## config.mk

```make
export PLATFORM = sky130hd
export DESIGN_NAME = video_timing_gen
export DESIGN_NICKNAME = d
export VERILOG_FILES = /design/src/rtl/video_timing_pkg.sv /design/src/rtl/video_window.sv /design/src/rtl/video_timing_gen.sv
export SDC_FILE = /design/constraint.sdc
export NUM_CORES = 1
export LEC_CHECK = 0
export ABC_AREA = 1
export BUFFER_PORTS_ARGS = -buffer_cell sky130_fd_sc_hd__buf_4
export CAP_MARGIN = 30
export CORE_UTILIZATION = 45
export DETAILED_ROUTE_END_ITERATION = 7
export PLACE_DENSITY = 0.74
export SYNTH_ARGS = -nofsm -noshare
export SYNTH_HDL_FRONTEND = slang
export SYNTH_SLANG_ARGS = --single-unit
```

## constraint.sdc

```tcl
create_clock -name clk -period 5.95 [get_ports clk]
set_input_delay 1.19 -clock clk [delete_from_list [all_inputs] [get_ports clk]]
set_output_delay 1.19 -clock clk [all_outputs]
set_load 0.01 [all_outputs]
```

## src/rtl/video_timing_pkg.sv

```systemverilog
// Shared constants for the raster timing generator: default widths, standard
// 50/60 Hz line/frame timings and sync polarity encodings.
package video_timing_pkg;

    localparam int unsigned DEF_HW = 10;
    localparam int unsigned DEF_VW = 10;
    localparam int unsigned DEF_FW = 5;

    // 50 Hz raster: 448 ticks x 320 lines
    localparam int unsigned H_TOTAL_50    = 448;
    localparam int unsigned V_TOTAL_50    = 320;
    localparam int unsigned V_SYNC_BEG_50 = 8;
    localparam int unsigned V_SYNC_END_50 = 11;

    // 60 Hz raster: 448 ticks x 262 lines
    localparam int unsigned H_TOTAL_60    = 448;
    localparam int unsigned V_TOTAL_60    = 262;
    localparam int unsigned V_SYNC_BEG_60 = 4;
    localparam int unsigned V_SYNC_END_60 = 7;

    // Horizontal sync is common to both rasters
    localparam int unsigned H_SYNC_BEG_DEF = 11;
    localparam int unsigned H_SYNC_END_DEF = 43;

    localparam logic POL_ACTIVE_HIGH = 1'b1;
    localparam logic POL_ACTIVE_LOW  = 1'b0;

endpackage

```

## src/rtl/video_window.sv

```systemverilog
// Half-open window decode: hit_c = (beg <= cnt < stop); beg >= stop is empty.
module video_window
    import video_timing_pkg::*;
#(
    parameter int unsigned W = DEF_HW
) (
    input  logic [W-1:0] cnt,
    input  logic [W-1:0] beg,
    input  logic [W-1:0] stop,
    output logic         hit_c
);

    // Unsigned compare pair; an inverted window can never satisfy both terms
    assign hit_c = (cnt >= beg) && (cnt < stop);

endmodule

```

## src/rtl/video_timing_gen.sv

```systemverilog
// Raster timing generator: h/v counters with per-frame shadowed timing,
// registered sync/blank/display-enable decodes, line/frame strobes,
// interlace field tracking, flash counter and a raster-position interrupt.
module video_timing_gen
    import video_timing_pkg::*;
#(
    parameter int unsigned HW = DEF_HW,
    parameter int unsigned VW = DEF_VW,
    parameter int unsigned FW = DEF_FW
) (
    input  logic          clk,
    input  logic          rst,
    input  logic          ce,
    input  logic [HW-1:0] h_total,
    input  logic [HW-1:0] h_sync_beg,
    input  logic [HW-1:0] h_sync_end,
    input  logic [HW-1:0] h_act_beg,
    input  logic [HW-1:0] h_act_end,
    input  logic [VW-1:0] v_total,
    input  logic [VW-1:0] v_sync_beg,
    input  logic [VW-1:0] v_sync_end,
    input  logic [VW-1:0] v_act_beg,
    input  logic [VW-1:0] v_act_end,
    input  logic          hs_pol,
    input  logic          vs_pol,
    input  logic          interlace,
    input  logic [HW-1:0] int_h,
    input  logic [VW-1:0] int_v,
    input  logic          int_ack,
    output logic [HW-1:0] hcount,
    output logic [VW-1:0] vcount,
    output logic          hsync,
    output logic          vsync,
    output logic          csync,
    output logic          hblank,
    output logic          vblank,
    output logic          de,
    output logic          line_start,
    output logic          frame_start,
    output logic          field,
    output logic          frame,
    output logic          flash,
    output logic          int_req
);

    logic [HW-1:0] sh_h_total, sh_h_sync_beg, sh_h_sync_end, sh_h_act_beg, sh_h_act_end;
    logic [VW-1:0] sh_v_total, sh_v_sync_beg, sh_v_sync_end, sh_v_act_beg, sh_v_act_end;
    logic          sh_hs_pol, sh_vs_pol, sh_interlace;
    logic          load_pend;
    logic [FW-1:0] flash_ctr;

    logic [HW-1:0] h_total_eff_c, h_last_c, h_half_c, v_ofs_c;
    logic [VW-1:0] v_last_c;
    logic          line_wrap_c, frame_wrap_c, int_hit_c;
    logic          hs_c, vs_c, ha_c, va_c;

    // Raster wrap points derived from the shadowed timing
    assign h_total_eff_c = (sh_h_total < HW'(2)) ? HW'(2) : sh_h_total;
    assign h_last_c      = h_total_eff_c - HW'(1);
    assign v_last_c      = (sh_interlace && field) ? sh_v_total : sh_v_total - VW'(1);
    assign line_wrap_c   = ce && (hcount >= h_last_c);
    assign frame_wrap_c  = line_wrap_c && (vcount >= v_last_c);

    // Field 1 shifts the vertical sync edges by half a line
    assign h_half_c = sh_h_total >> 1;
    assign v_ofs_c  = (sh_interlace && field) ? h_half_c : '0;

    assign int_hit_c = ce && (hcount == int_h) && (vcount == int_v) && (int_v < sh_v_total);

    video_window #(.W(HW)) u_hsync_win (
        .cnt   (hcount),
        .beg   (sh_h_sync_beg),
        .stop  (sh_h_sync_end),
        .hit_c (hs_c)
    );

    // Compare {line, tick} so the half-line offset falls out of one window
    video_window #(.W(VW + HW)) u_vsync_win (
        .cnt   ({vcount, hcount}),
        .beg   ({sh_v_sync_beg, v_ofs_c}),
        .stop  ({sh_v_sync_end, v_ofs_c}),
        .hit_c (vs_c)
    );

    video_window #(.W(HW)) u_hact_win (
        .cnt   (hcount),
        .beg   (sh_h_act_beg),
        .stop  (sh_h_act_end),
        .hit_c (ha_c)
    );

    video_window #(.W(VW)) u_vact_win (
        .cnt   (vcount),
        .beg   (sh_v_act_beg),
        .stop  (sh_v_act_end),
        .hit_c (va_c)
    );

    // Shadow timing: held through reset, reloaded on release and at each frame wrap
    always_ff @(posedge clk) begin
        load_pend <= rst;
        if (rst || load_pend || frame_wrap_c) begin
            sh_h_total    <= h_total;
            sh_h_sync_beg <= h_sync_beg;
            sh_h_sync_end <= h_sync_end;
            sh_h_act_beg  <= h_act_beg;
            sh_h_act_end  <= h_act_end;
            sh_v_total    <= v_total;
            sh_v_sync_beg <= v_sync_beg;
            sh_v_sync_end <= v_sync_end;
            sh_v_act_beg  <= v_act_beg;
            sh_v_act_end  <= v_act_end;
            sh_hs_pol     <= hs_pol;
            sh_vs_pol     <= vs_pol;
            sh_interlace  <= interlace;
        end
    end

    // Raster counters, field, flash counter and interrupt latch
    always_ff @(posedge clk) begin
        if (rst) begin
            hcount    <= '0;
            vcount    <= '0;
            field     <= 1'b0;
            flash_ctr <= '0;
            int_req   <= 1'b0;
        end else begin
            if (line_wrap_c) begin
                hcount <= '0;
            end else if (ce) begin
                hcount <= hcount + HW'(1);
            end

            if (frame_wrap_c) begin
                vcount    <= '0;
                field     <= sh_interlace ? ~field : 1'b0;
                flash_ctr <= flash_ctr + FW'(1);
            end else if (line_wrap_c) begin
                vcount <= vcount + VW'(1);
            end

            if (int_hit_c) begin
                int_req <= 1'b1;
            end else if (int_ack) begin
                int_req <= 1'b0;
            end
        end
    end

    // Registered decodes, one clk behind the counters
    always_ff @(posedge clk) begin
        if (rst) begin
            hsync       <= ~hs_pol;
            vsync       <= ~vs_pol;
            csync       <= 1'b1;
            hblank      <= 1'b1;
            vblank      <= 1'b1;
            de          <= 1'b0;
            line_start  <= 1'b0;
            frame_start <= 1'b0;
        end else begin
            hsync       <= ~(hs_c ^ sh_hs_pol);
            vsync       <= ~(vs_c ^ sh_vs_pol);
            csync       <= ~(hs_c ^ vs_c);
            hblank      <= ~ha_c;
            vblank      <= ~va_c;
            de          <= ha_c & va_c;
            line_start  <= line_wrap_c;
            frame_start <= frame_wrap_c;
        end
    end

    assign frame = flash_ctr[0];
    assign flash = flash_ctr[FW-1];

endmodule

```

; Word-level counts from Yosys, hierarchy flattened
; Index checks and enable logic that the tools add are counted.
[word_totals]
mem_bits_rw = 0
latchBits = 0
inputBits = 127
n_memories = 0
mem_bits_ro = 0
word_cells = 81
ff_bits = 139
output_inout_bits = 32
[op_classes]
mul = 0
shifts = 0
eq_ne = 2
n_bitwise = 12
div = 0
mux = 8
reduce_logical = 15
n_lt_le_gt_ge = 12
n_addsub = 5
[op_table]
columns = operator, count
row1 = 10-bit >= comparator, 5
row2 = 10-bit < comparator, 4
row3 = "10-bit by 1-bit adder with 10-bit output, second input constant", 2
row4 = 10-bit == test, 2
row5 = 20-bit >= comparator, 1
row6 = 20-bit < comparator, 1
row7 = 10-bit 2-to-1 mux, 2
row8 = "10-bit by 1-bit subtractor with 10-bit output, second input constant", 2
row9 = 1-bit logical AND, 10
row10 = "10-bit by 2-bit < comparator with 1-bit output, second input constant", 1
row11 = 9-bit 2-to-1 mux, 1
row12 = 1-bit NOT, 8
row13 = "5-bit by 1-bit adder with 5-bit output, second input constant", 1
row14 = 1-bit 2-to-1 mux, 5
row15 = 2-bit OR reduction, 2
row16 = 1-bit XOR, 3
row17 = 1-bit logical OR, 2
row18 = 2-bit nonzero test, 1
row19 = 1-bit AND, 1

; Logic depth before layout (Yosys ltp)
[depth]
word_depth = 7
depth_mapped = 20
mapped_depth_nobuf = 20

; By module
; A second synthesis with hierarchy kept.
[hier_totals]
hier_cells = 1028
hier_area_um2 = 8951.1
[by_module_without_submodules]
columns = mod, cells_per_inst, area_per_inst_um2, seq_area_each_um2, instances
row1 = video_timing_gen, 562, 6247.2, 3813.7, 1
row2 = video_window (u_hact_win ...), 91, 528.0, 0.0, 3
row3 = video_window (u_vsync_win), 193, 1119.8, 0.0, 1

; Worst setup path before layout
; Ideal clock, no wire load.
[synth_path]
path_type = register -> register
from = register sh_h_total[2]
to = register sh_h_act_beg[0], enable pin
period_less_slack_ns = 5.173
setup_ns = 0.469
setup_slack_ns = 0.777
path_stages_with_launch = 18
arrival_time_ns = 4.704
required_time_ns = 5.481
n_path_buf = 0
path_cell_list = edfxtp_1 nor2_1 nand3b_1 nor2_1 a21oi_1 inv_1 ha_1 nand4_1 nor2_1 xnor2_1 ha_1 nand4_1 nor2_1 o21ai_2 nand3_4 nand3_4 nand2_4 or2_1
[synth_between]
elab_chain_len = 7
[synth_lines]
columns = element, line_no
row1 = from (decl), video_timing_gen.sv:46  ; logic [HW-1:0] sh_h_total, sh_h_sync_beg, sh_h_sync_end, sh_h_act_beg, sh_h_act_end;
row2 = from (signal assigned), video_timing_gen.sv:103  ; sh_h_total <= h_total;
row3 = 10-bit by 2-bit < comparator with 1-bit output, video_timing_gen.sv:58  ; assign h_total_eff_c = (sh_h_total < HW'(2)) ? HW'(2) : sh_h_total;
row4 = 10-bit 2-to-1 mux *, video_timing_gen.sv:58
row5 = 10-bit by 1-bit subtractor with 10-bit output *, video_timing_gen.sv:59  ; assign h_last_c = h_total_eff_c - HW'(1);
row6 = 10-bit >= comparator *, video_timing_gen.sv:61  ; assign line_wrap_c = ce && (hcount >= h_last_c);
row7 = 1-bit logical AND *, video_timing_gen.sv:61
row8 = 1-bit logical AND *, video_timing_gen.sv:62  ; assign frame_wrap_c = line_wrap_c && (vcount >= v_last_c);
row9 = 1-bit logical OR *, video_timing_gen.sv:102  ; if (rst || load_pend || frame_wrap_c) begin
row10 = to (signal assigned), video_timing_gen.sv:106  ; sh_h_act_beg <= h_act_beg;
row11 = to (decl), video_timing_gen.sv:46
; Mark *: on every way between the ends. The rest lies on a longest branch, timed or not.
; A chain may end at the register's enable or synchronous reset.

; Worst setup path in the final report
[layout_path]
from = register sh_h_total[2]
to = register sh_h_total[9], enable pin
[layout_between]
elab_chain_len = 7
[layout_lines]
columns = element, line_no
row1 = 10-bit by 2-bit < comparator with 1-bit output, video_timing_gen.sv:58
row2 = 10-bit 2-to-1 mux *, video_timing_gen.sv:58
row3 = 10-bit by 1-bit subtractor with 10-bit output *, video_timing_gen.sv:59
row4 = 10-bit >= comparator *, video_timing_gen.sv:61
row5 = 1-bit logical AND *, video_timing_gen.sv:61
row6 = 1-bit logical AND *, video_timing_gen.sv:62
row7 = 1-bit logical OR *, video_timing_gen.sv:102
; Marks and branches as above.

==> impl_metrics.json <==
{
  "outcome": "finished with violations",
  "violations": "design-rule violations",
  "drtPass1Iterations": 7,
  "post-place-ws_ns": 1.48,
  "drt_wl_total_mm": 19.7,
  "fin_hold_ws_ns": 0.486,
  "grt.overflow.total": 0,
  "core_sq_um": 18100,
  "netlist_area_sq_um": 8380,
  "worst-path-max-fanout": 63,
  "slew_violations": 0,
  "drc": 8,
  "crit_type": "reg2reg",
  "port_buffers": 158,
  "dr.first_iter.drc_count": 376,
  "synth_edf_count": 103,
  "rows": 49,
  "synth.area.top_cells": "edfxtp_1 37%, ha_1 18%, nand2_1 8.8%",
  "wire_per_inst_um": 15.0,
  "vias": 6580,
  "grt_use_total_pct": 21.5,
  "fin_crit_sh_pct": 75.3,
  "critPathMostFrequentCell": "nor2_1",
  "synth_top_area_share_pct": 36.9,
  "clockRootBuffer": "clkbuf_16",
  "grtUsageMet1_pct": 26.8,
  "max-slew-margin-rel_pct": 38.9,
  "layout.nets": 1322,
  "worst_slew_pin_slew_ns": 0.917,
  "rsz0062_at_grt": "false",
  "numCtsBuffers": 17,
  "drive_gt1_share_pct": 20.5,
  "io_pins": 159,
  "critPathCaptureType": "flip-flop",
  "clk_pin_slew_ns": 0.06,
  "total_leakage_power_nw": 5.16,
  "ys.warnings.count": 0,
  "start_kind": "flip-flop",
  "synth_cells": 901,
  "grt_util_met3_pct": 4.26,
  "synth_common_cells": "197 x nand2_1, 151 x inv_1, 120 x ha_1",
  "place_area_sq_um": 9830,
  "cts_tree": "yes",
  "die_w_um": 138,
  "syn_to_final_growth_pct": 24.3,
  "ctsHoldBuffers": 0,
  "grt_first_pass_wirelength_mm": 31.8,
  "cts_resized": 0,
  "synth_nets": 1148,
  "p_per_area_nw_per_um2": 234,
  "final_area_sq_um": 10400,
  "synth_cell_types": 39,
  "syn_area_per_cell_sq_um": 9.30,
  "path_buf_inv": 2,
  "cts.sinks": 139,
  "crit_required_ns": 6.05,
  "fmax_mhz": 223,
  "crit_family": "simple AND/OR/NAND/NOR gates",
  "dp_hpwl_mm": 14.5,
  "ys_ff_latch": 139,
  "crit_slowest_cell": "or2_4",
  "synth_top_cell_by_area": "edfxtp_1",
  "peakVddDrop_uv": 200,
  "path_cells": "nor2_1, nand3b_1, nor2_1, a21oi_1, inv_1, ha_1, nand4_1, nor2_1, xnor2_1, ha_1, nand4_1, nor2_1, o21ai_2, nand3_4, nand3_4, nand2_4, or2_4, buf_4",
  "grt_pass1_vias": 6364,
  "grt_max_degree": 64,
  "max_stage_delay_ns": 0.76,
  "timing.final.ws_setup_ns": 1.47,
  "fin_setup_tns_ns": 0,
  "fin_crit_ns": 4.48,
  "hold_viol": 0,
  "crit_arrival_ns": 4.58,
  "cts_max_level": 4,
  "antenna_left": 0,
  "start_util_pct": 46.3,
  "grt-busiest-layer": "met2",
  "synth.most_common_cell": "nand2_1",
  "max_cap_violations": 0,
  "gp_congestion": 0.859,
  "async_reset_ff_share_pct": 0,
  "seq_area_frac_synth_pct": 45.5,
  "synth_ff_type": "edfxtp_1",
  "cts_buffer_depth": 2,
  "clk_latency_ns": 0.43,
  "hold_path_class": "reg2reg",
  "die_y_um": 138,
  "met2_usage_pct": 37.4,
  "dieArea_sq_um": 19200,
  "vias_per_cell": 5.00,
  "cts_setup_buffers": 0,
  "skew_ns": 0.00782,
  "antenna_found_initial": 0,
  "insertedDiodeCount": 0,
  "setup_viol": 0
}
[final timing paths]
path                  from            end  slack [ns]  cells after the start
max reg2reg  sh_h_total[2]  sh_h_total[9]        1.47                     18
min           flash_ctr[1]   flash_ctr[1]        0.49                      2
max          sh_h_total[2]  sh_h_total[9]        1.47                     18
min reg2reg   flash_ctr[1]   flash_ctr[1]        0.49                      2
[cells in the final DEF (no fill, tap or decap), types with 4 or more instances in the layout]
cell type and count:
a21oi_1 50, xnor2_1 16, dfxtp_1 36, o211ai_1 4, clkbuf_16 17, ha_1 120
nor2_1 77, nand2_2 4, nand4_1 18, o21ai_0 10, xor2_1 24, a21o_1 4
inv_1 151, edfxtp_1 103, nor2_2 4, nor3_1 9, buf_4 160, a21oi_2 11
nand3_1 25, o21a_1 6, nand2_1 197
[worst min-delay path, delay by kind of cell, from the launching register on]
family / cells / cell delay, ns
AND/OR/NAND/NOR: 2 / 0.11
flip-flops: 1 / 0.33
[per-stage QoR]
step	instances	utilization [%]	power, mW
global route	1317	57.6	2.53
CTS	1317	57.6	2.45
detailed placement	1285	54.3	1.38
floorplan	901	-	1.26
finish	1317	57.6	2.44
global placement	1285	54.3	1.37
[cells by family (layout without fill, tap and decap cells)]
group,count (synthesis),after routing,share of synthesized area [%]
buf+inv,157,344,7.33
xor+xnor,40,40,4.18
simple gates,351,351,18.2
compound gates,94,94,6.93
flops,139,139,45.5
fa+ha+maj,120,120,17.9
[report_power, final]
part           switching [mW]  leakage (nW)  internal, mW
Sequential             0.0234          1.34          1.10
Clock                   0.412         0.281         0.669
Combinational           0.120          3.53         0.113
Total                   0.555          5.16          1.88
[layer usage]
metal / share of wire [%] / vias to the layer above
li1: - / 3339
met1: 44 / 3030
met2: 49 / 181
met3: 4.4 / 30
met4: 1.9 / 0
met5: 0 / -
[state kept, by name, indices dropped and copies added, names as in the netlist, 5 cells and up]
signal	flops
sh_v_act_end	10
sh_h_act_beg	10
sh_v_total	10
sh_v_sync_beg	10
sh_h_sync_beg	10
vcount	10
sh_h_sync_end	10
hcount	10
sh_v_act_beg	10
sh_h_act_end	10
sh_h_total	10
flash_ctr	5
sh_v_sync_end	10
[cell type report]
cell class	count	area (sq um)
Tap cell	229	287
Multi-Input combinational cell	605	3960
Inverter	152	571
Clock buffer	21	450
Timing Repair Buffer	160	1200
Fill cell	1549	7660
Clock inverter	11	144
Sequential cell	139	3810
Power figures use the tool's default switching activity.
